### config.mk
export PLATFORM = sky130hd
export DESIGN_NAME = load_store_unit
export DESIGN_NICKNAME = d
export VERILOG_FILES = /design/src/rtl/lsu_pkg.sv /design/src/rtl/lsu_lane_align.sv /design/src/rtl/load_store_unit.sv
export SDC_FILE = /design/constraint.sdc
export NUM_CORES = 1
export LEC_CHECK = 0
export BUFFER_PORTS_ARGS = -buffer_cell sky130_fd_sc_hd__buf_2
export CORE_UTILIZATION = 40
export DETAILED_ROUTE_END_ITERATION = 10
export GPL_ROUTABILITY_DRIVEN = 0
export PLACE_DENSITY = 0.67
export REMOVE_ABC_BUFFERS = 1
export SETUP_SLACK_MARGIN = 0.05
export SLEW_MARGIN = 5
export SYNTH_ARGS = -nofsm -noshare
export SYNTH_HDL_FRONTEND = slang
export SYNTH_HIERARCHICAL = 1
export SYNTH_SLANG_ARGS = --single-unit
export TNS_END_PERCENT = 5
### constraint.sdc
create_clock -name clk -period 3.4 [get_ports clk]
set_input_delay 0.51 -clock clk [delete_from_list [all_inputs] [get_ports clk]]
set_output_delay 0.51 -clock clk [all_outputs]
set_load 0.01 [all_outputs]
### src/rtl/lsu_pkg.sv
// Shared encodings for the load/store unit: access sizes, sequencer states
// and the alignment check used when LSU_MISALIGN_TRAP_EN is defined.
package lsu_pkg;

    localparam logic [1:0] SZ_BYTE = 2'b00;
    localparam logic [1:0] SZ_HALF = 2'b01;
    localparam logic [1:0] SZ_WORD = 2'b10;

    typedef enum logic [2:0] {
        ST_IDLE   = 3'd0,
        ST_LOAD   = 3'd1,
        ST_RMW_RD = 3'd2,
        ST_WRITE  = 3'd3,
        ST_DONE   = 3'd4
    } lsu_state_t;

    // Encoding 11 behaves exactly like a word access.
    function automatic logic [1:0] norm_size(input logic [1:0] size);
        return (size == 2'b11) ? SZ_WORD : size;
    endfunction

    function automatic logic is_misaligned(input logic [1:0] size, input logic [1:0] offset);
        logic bad;
        case (norm_size(size))
            SZ_HALF: bad = offset[0];
            SZ_WORD: bad = (offset != 2'b00);
            default: bad = 1'b0;
        endcase
        return bad;
    endfunction

endpackage

### src/rtl/lsu_lane_align.sv
// Big-endian lane steering: extracts/extends load lanes and merges subword
// store data into a previously read word. Purely combinational.
module lsu_lane_align
    import lsu_pkg::*;
(
    input  logic [31:0] word,
    input  logic [31:0] old_word,
    input  logic [31:0] wdata,
    input  logic [1:0]  offset,
    input  logic [1:0]  size,
    input  logic        sign_ext,
    output logic [31:0] load_data,
    output logic [31:0] store_word
);

    logic [7:0]  byte_sel;
    logic [15:0] half_sel;

    always_comb begin
        byte_sel = 8'h00;
        case (offset)
            2'd0: byte_sel = word[31:24];
            2'd1: byte_sel = word[23:16];
            2'd2: byte_sel = word[15:8];
            default: byte_sel = word[7:0];
        endcase
        // Half accesses only look at offset[1]; offset[0] is dropped.
        half_sel = offset[1] ? word[15:0] : word[31:16];

        case (size)
            SZ_BYTE: load_data = {{24{sign_ext & byte_sel[7]}}, byte_sel};
            SZ_HALF: load_data = {{16{sign_ext & half_sel[15]}}, half_sel};
            default: load_data = word;
        endcase
    end

    always_comb begin
        store_word = old_word;
        case (size)
            SZ_BYTE: begin
                case (offset)
                    2'd0: store_word[31:24] = wdata[7:0];
                    2'd1: store_word[23:16] = wdata[7:0];
                    2'd2: store_word[15:8]  = wdata[7:0];
                    default: store_word[7:0] = wdata[7:0];
                endcase
            end
            SZ_HALF: begin
                if (offset[1]) store_word[15:0]  = wdata[15:0];
                else           store_word[31:16] = wdata[15:0];
            end
            default: store_word = wdata;
        endcase
    end

endmodule

### src/rtl/load_store_unit.sv
// Load/store sequencer for a big-endian word memory; subword stores use a
// read-modify-write. Define LSU_MISALIGN_TRAP_EN to trap misaligned requests.
module load_store_unit
    import lsu_pkg::*;
#(
    parameter int ADDR_W = 32,
    parameter int DATA_W = 32
) (
    input  logic              clk,
    input  logic              rst,
    input  logic              req,
    input  logic              we,
    input  logic [1:0]        size,
    input  logic              sign_ext,
    input  logic [ADDR_W-1:0] addr,
    input  logic [DATA_W-1:0] wdata,
    output logic              ready,
    output logic              busy,
    output logic              done,
    output logic [DATA_W-1:0] rdata,
    output logic              err,
    output logic              mem_data_rw,
    output logic              mem_ena_data,
    output logic [ADDR_W-1:0] mem_addr,
    output logic [DATA_W-1:0] mem_data_in,
    input  logic [DATA_W-1:0] mem_data_out,
    output logic [2:0]        state
);

    // Handshake: a request is taken on a rising edge where req=1 and ready=1;
    // the caller holds its request until then, and done pulses for one cycle
    // when the access has completed (rdata/err valid in that cycle).

    lsu_state_t  state_q;
    logic        ready_q, done_q, ena_q, rw_q;
    logic [1:0]  size_q, off_q;
    logic        sext_q;
    logic [31:0] wdata_q;
    logic [31:0] load_data, store_word;
    logic [1:0]  req_size;

    assign req_size = norm_size(size);

    lsu_lane_align u_align (
        .word       (mem_data_out),
        .old_word   (mem_data_out),
        .wdata      (wdata_q),
        .offset     (off_q),
        .size       (size_q),
        .sign_ext   (sext_q),
        .load_data  (load_data),
        .store_word (store_word)
    );

`ifdef LSU_MISALIGN_TRAP_EN
    logic err_q;
    logic trap;
    assign trap = is_misaligned(req_size, addr[1:0]);
    assign err  = err_q;
`else
    logic trap;
    assign trap = 1'b0;
    assign err  = 1'b0;
`endif

    always_ff @(posedge clk) begin
        if (rst) begin
            state_q     <= ST_IDLE;
            ready_q     <= 1'b1;
            done_q      <= 1'b0;
            ena_q       <= 1'b0;
            rw_q        <= 1'b0;
            rdata       <= '0;
            mem_addr    <= '0;
            mem_data_in <= '0;
            size_q      <= SZ_WORD;
            off_q       <= 2'b00;
            sext_q      <= 1'b0;
            wdata_q     <= '0;
`ifdef LSU_MISALIGN_TRAP_EN
            err_q       <= 1'b0;
`endif
        end else begin
            case (state_q)
                ST_IDLE: begin
                    if (req) begin
                        size_q   <= req_size;
                        off_q    <= addr[1:0];
                        sext_q   <= sign_ext;
                        wdata_q  <= wdata;
                        mem_addr <= {addr[ADDR_W-1:2], 2'b00};
                        ready_q  <= 1'b0;
`ifdef LSU_MISALIGN_TRAP_EN
                        err_q    <= trap;
`endif
                        if (trap) begin
                            done_q  <= 1'b1;
                            state_q <= ST_DONE;
                        end else if (!we) begin
                            ena_q   <= 1'b1;
                            state_q <= ST_LOAD;
                        end else if (req_size == SZ_WORD) begin
                            mem_data_in <= wdata;
                            rw_q        <= 1'b1;
                            state_q     <= ST_WRITE;
                        end else begin
                            ena_q   <= 1'b1;
                            state_q <= ST_RMW_RD;
                        end
                    end
                end
                ST_LOAD: begin
                    rdata   <= load_data;
                    ena_q   <= 1'b0;
                    done_q  <= 1'b1;
                    state_q <= ST_DONE;
                end
                ST_RMW_RD: begin
                    // mem_data_in doubles as the merge register for the write.
                    mem_data_in <= store_word;
                    ena_q       <= 1'b0;
                    rw_q        <= 1'b1;
                    state_q     <= ST_WRITE;
                end
                ST_WRITE: begin
                    rw_q    <= 1'b0;
                    done_q  <= 1'b1;
                    state_q <= ST_DONE;
                end
                ST_DONE: begin
                    done_q  <= 1'b0;
                    ready_q <= 1'b1;
                    state_q <= ST_IDLE;
                end
                default: begin
                    done_q  <= 1'b0;
                    ena_q   <= 1'b0;
                    rw_q    <= 1'b0;
                    ready_q <= 1'b1;
                    state_q <= ST_IDLE;
                end
            endcase
        end
    end

    assign ready        = ready_q;
    assign busy         = ~ready_q;
    assign done         = done_q;
    // Gated so a reset landing in WRITE cannot commit a partial RMW.
    assign mem_data_rw  = rw_q & ~rst;
    assign mem_ena_data = ena_q & ~rst;
    assign state        = state_q;

endmodule
==> results.md <==
* YS warnings at 6
* DRC errors left at 0
* Clk root buf: clkbuf_16
* Vias post-DR at 7366
* Setup crit end kind: register
* WP data required at around 3.7 ns
* Syn-to-layout area delta at 23.20%
* Chip width at around 140 um
* Die area at 0.01840 mm^2
* Area of the multi-input gates at ~0.0039 mm^2
* CP arrival at 2.67 ns
* Cts bufs inserted at 17
* Top cells by area, synth: dfxtp_1 (39%), nand2_1 (14%), a21oi_1 (7.7%)
* Simple-gate share of the synthesized area at about 22%
* Startpoint Class: register
* WS Path Type: reg2reg
* Synth Area per Inst at 7.553 um^2
* Final core utilization at 50.72%
* Yosys reg bits at 138
* PD cells at 539.9 mW/mm^2
* Crit Path Max Fanout at 25
* Synthesized instance count at 946
* Worst hold path class: in2reg
* Hold-fix buffers at CTS at 0
* Post-synth EDFFs at 0
* Layout cells sized above 1 at between 20% and 30%
* FF-to-FF setup slack at slightly above 1 ns
* CTS tree: done
* Clock-pin slew on the worst setup and hold paths at 0.06 ns
* Xor and xnor area share after synthesis at 0%
* Max Cap Viol at 0
* Most common cell in the netlist: nand2_1
* Top cells by count, synth: nand2_1 (275), dfxtp_1 (138), a21oi_1 (110)
* GRT Util Overall at 24.94%
* Main synth FF type: dfxtp_1
* Final instance area at 0.008803 mm^2
* Drt via density at 5.559
* Placed cell count at 1291
* Async set-reset flop share out of synthesis at 0%
* Drt first pass iters at 5
* Post-Route WL at roughly 23000 um
* CTS sink cnt at 138
* Starting density of the core at approximately two fifths
* Nets at 1188
* Multiplexer share of the synthesized area at under 10%
* Largest family of logic cells by synthesized area: compound AO/OA/AOI/OAI gates
* WL/cell at 17.25 um
* Initial antenna violation count at 1
* Io pins at 208
* Compound-gate portion of the synthesized area at a little over a quarter
* First-pass GRT wire length at 35910 um
* Adder-Cell Fraction of Synth Area at 0%
* Resize count post-CTS at 0
* DRT antenna net count at 0
* Final Hold Vio Count at 0
* Pre-CTS WS at between 1 and 1.5 ns
* Seq. cell area at ~0.0028 mm^2
* Clock Latency Late Sink at 0.43 ns
* Placed Area at 0.008148 mm^2
* Leading area contributor after synthesis: dfxtp_1
* Setup WS post-layout at 1.025 ns
* Max Transition Viols Final at 0
* Die Y at 135.7 um
* Minimum clock period at 2.375 ns
* H-Tree Depth at 4
* Lkg Pwr at 3.722 nW
* Core area at 0.01736 mm^2
* Synth cell types at 48
* Seq/Total Area, Yosys at just under 40%
* Final period utilization at 69.85%
* Clock Path Buffers at 2
* Final setup vio count at 0
* RSZ-0062 raised after global routing: no
* Final Skew at 0.007190 ns
* Non-filler cells, final at 1325
* Fmax achieved at 421.1 MHz
* Worst Tran Pin Value at roughly 1.0 ns
* Port Buffers at 204
* Number of global-route vias before repair at 6769
* Largest net degree at the start of global routing at 106
* Initial detailed-routing violation count at 553
* Syn Std Cell Area at 0.007146 mm^2
* Fillers at between 1.5k and 2k
* Core Rows at 48
* VDD IR max at 0.3461 mV
* Final HPWL DP at around 15000 um
* Total power at 4.753 mW
* Post-CTS Setup Bufs at 0
* Synth top area share at 38.66%
* Global route total overflow at 0
* Rel. slew slack at 29.92%
* Run status: complete, no violations
## worst max-delay path, stage by stage, from the launching register on
cell and delay (ns):
dfxtp_1 0.53, o21bai_1 0.93, mux2i_1 0.34, o21ai_0 0.13, a31oi_1 0.21, a31oi_1 0.10
## area by class of cell
cell class	instances	area share, %
inverters	11	0.4690
diodes	2	0.05685
clock inverters	15	2.558
clock buffers	17	4.832
multi-input cells	697	44.19
flip-flops and latches	138	31.42
repair buffers	220	13.27
well taps	225	3.198
## layout by cell type (no fill, tap or decap), types with 7 or more instances in the layout
| cell type | count |
|---|---|
| a21oi_1 | 110 |
| dfxtp_1 | 135 |
| buf_4 | 15 |
| o21a_1 | 32 |
| nand2_1 | 275 |
| mux2_2 | 10 |
| nor2b_1 | 10 |
| a221oi_1 | 7 |
| nor2_1 | 12 |
| buf_2 | 203 |
| clkbuf_16 | 17 |
| nand4_1 | 32 |
| a31oi_1 | 64 |
| a221o_1 | 16 |
| inv_1 | 11 |
| a21o_1 | 8 |
| o21ai_0 | 16 |
| o22ai_1 | 7 |
| a2bb2oi_1 | 8 |
| mux2i_1 | 24 |
| o211ai_1 | 17 |
## sequential cells by signal, indices dropped and copies added (netlist names), 2 cells and up
name,cells
mem_addr,30
off_q,2
rdata,32
state,3
mem_data_in,32
wdata_q,32
size_q,2
## through the flow
| step | setup TNS, ns | hold slack (ns) |
|---|---|---|
| floorplan | -187.63 | 0.4303 |
| global placement | 0 | 0.4388 |
| detailed placement | 0 | 0.4430 |
| CTS | 0 | 0.3026 |
| global route | 0 | 0.3129 |
| finish | 0 | 0.3153 |
## layer usage
| metal | share of wire (%) | track usage (%) |
|---|---|---|
| met1 | 44 | 32.35 |
| met2 | 45 | 38.83 |
| met3 | 8.1 | 6.510 |
| met4 | 2.8 | 10.67 |
| met5 | 0 | 0 |
## cell families (layout without fill, tap and decap cells)
family | after synthesis | in the layout
AO/OA/AOI/OAI | 296 | 296
buffers and inverters | 113 | 263
flip-flops | 138 | 138
multiplexers | 34 | 34
other | 1 | 5
AND/OR/NAND/NOR | 364 | 364
## worst paths after layout
| path | startpoint | end | cells past startpoint |
|---|---|---|---|
| max | off_q[0] | mem_data_in[20] | 5 |
| max reg2reg | off_q[0] | mem_data_in[20] | 5 |
| min | addr[21] | mem_addr[21] | 3 |
| min reg2reg | mem_addr[8] | mem_addr[8] | 2 |
## power breakdown
part	internal (mW)	switching, mW	leakage (nW)
Clock	1.30	0.749	0.305
Combinational	0.336	0.534	2.29
Sequential	1.73	0.102	1.13
No activity file was read; power rests on OpenSTA's default activity.
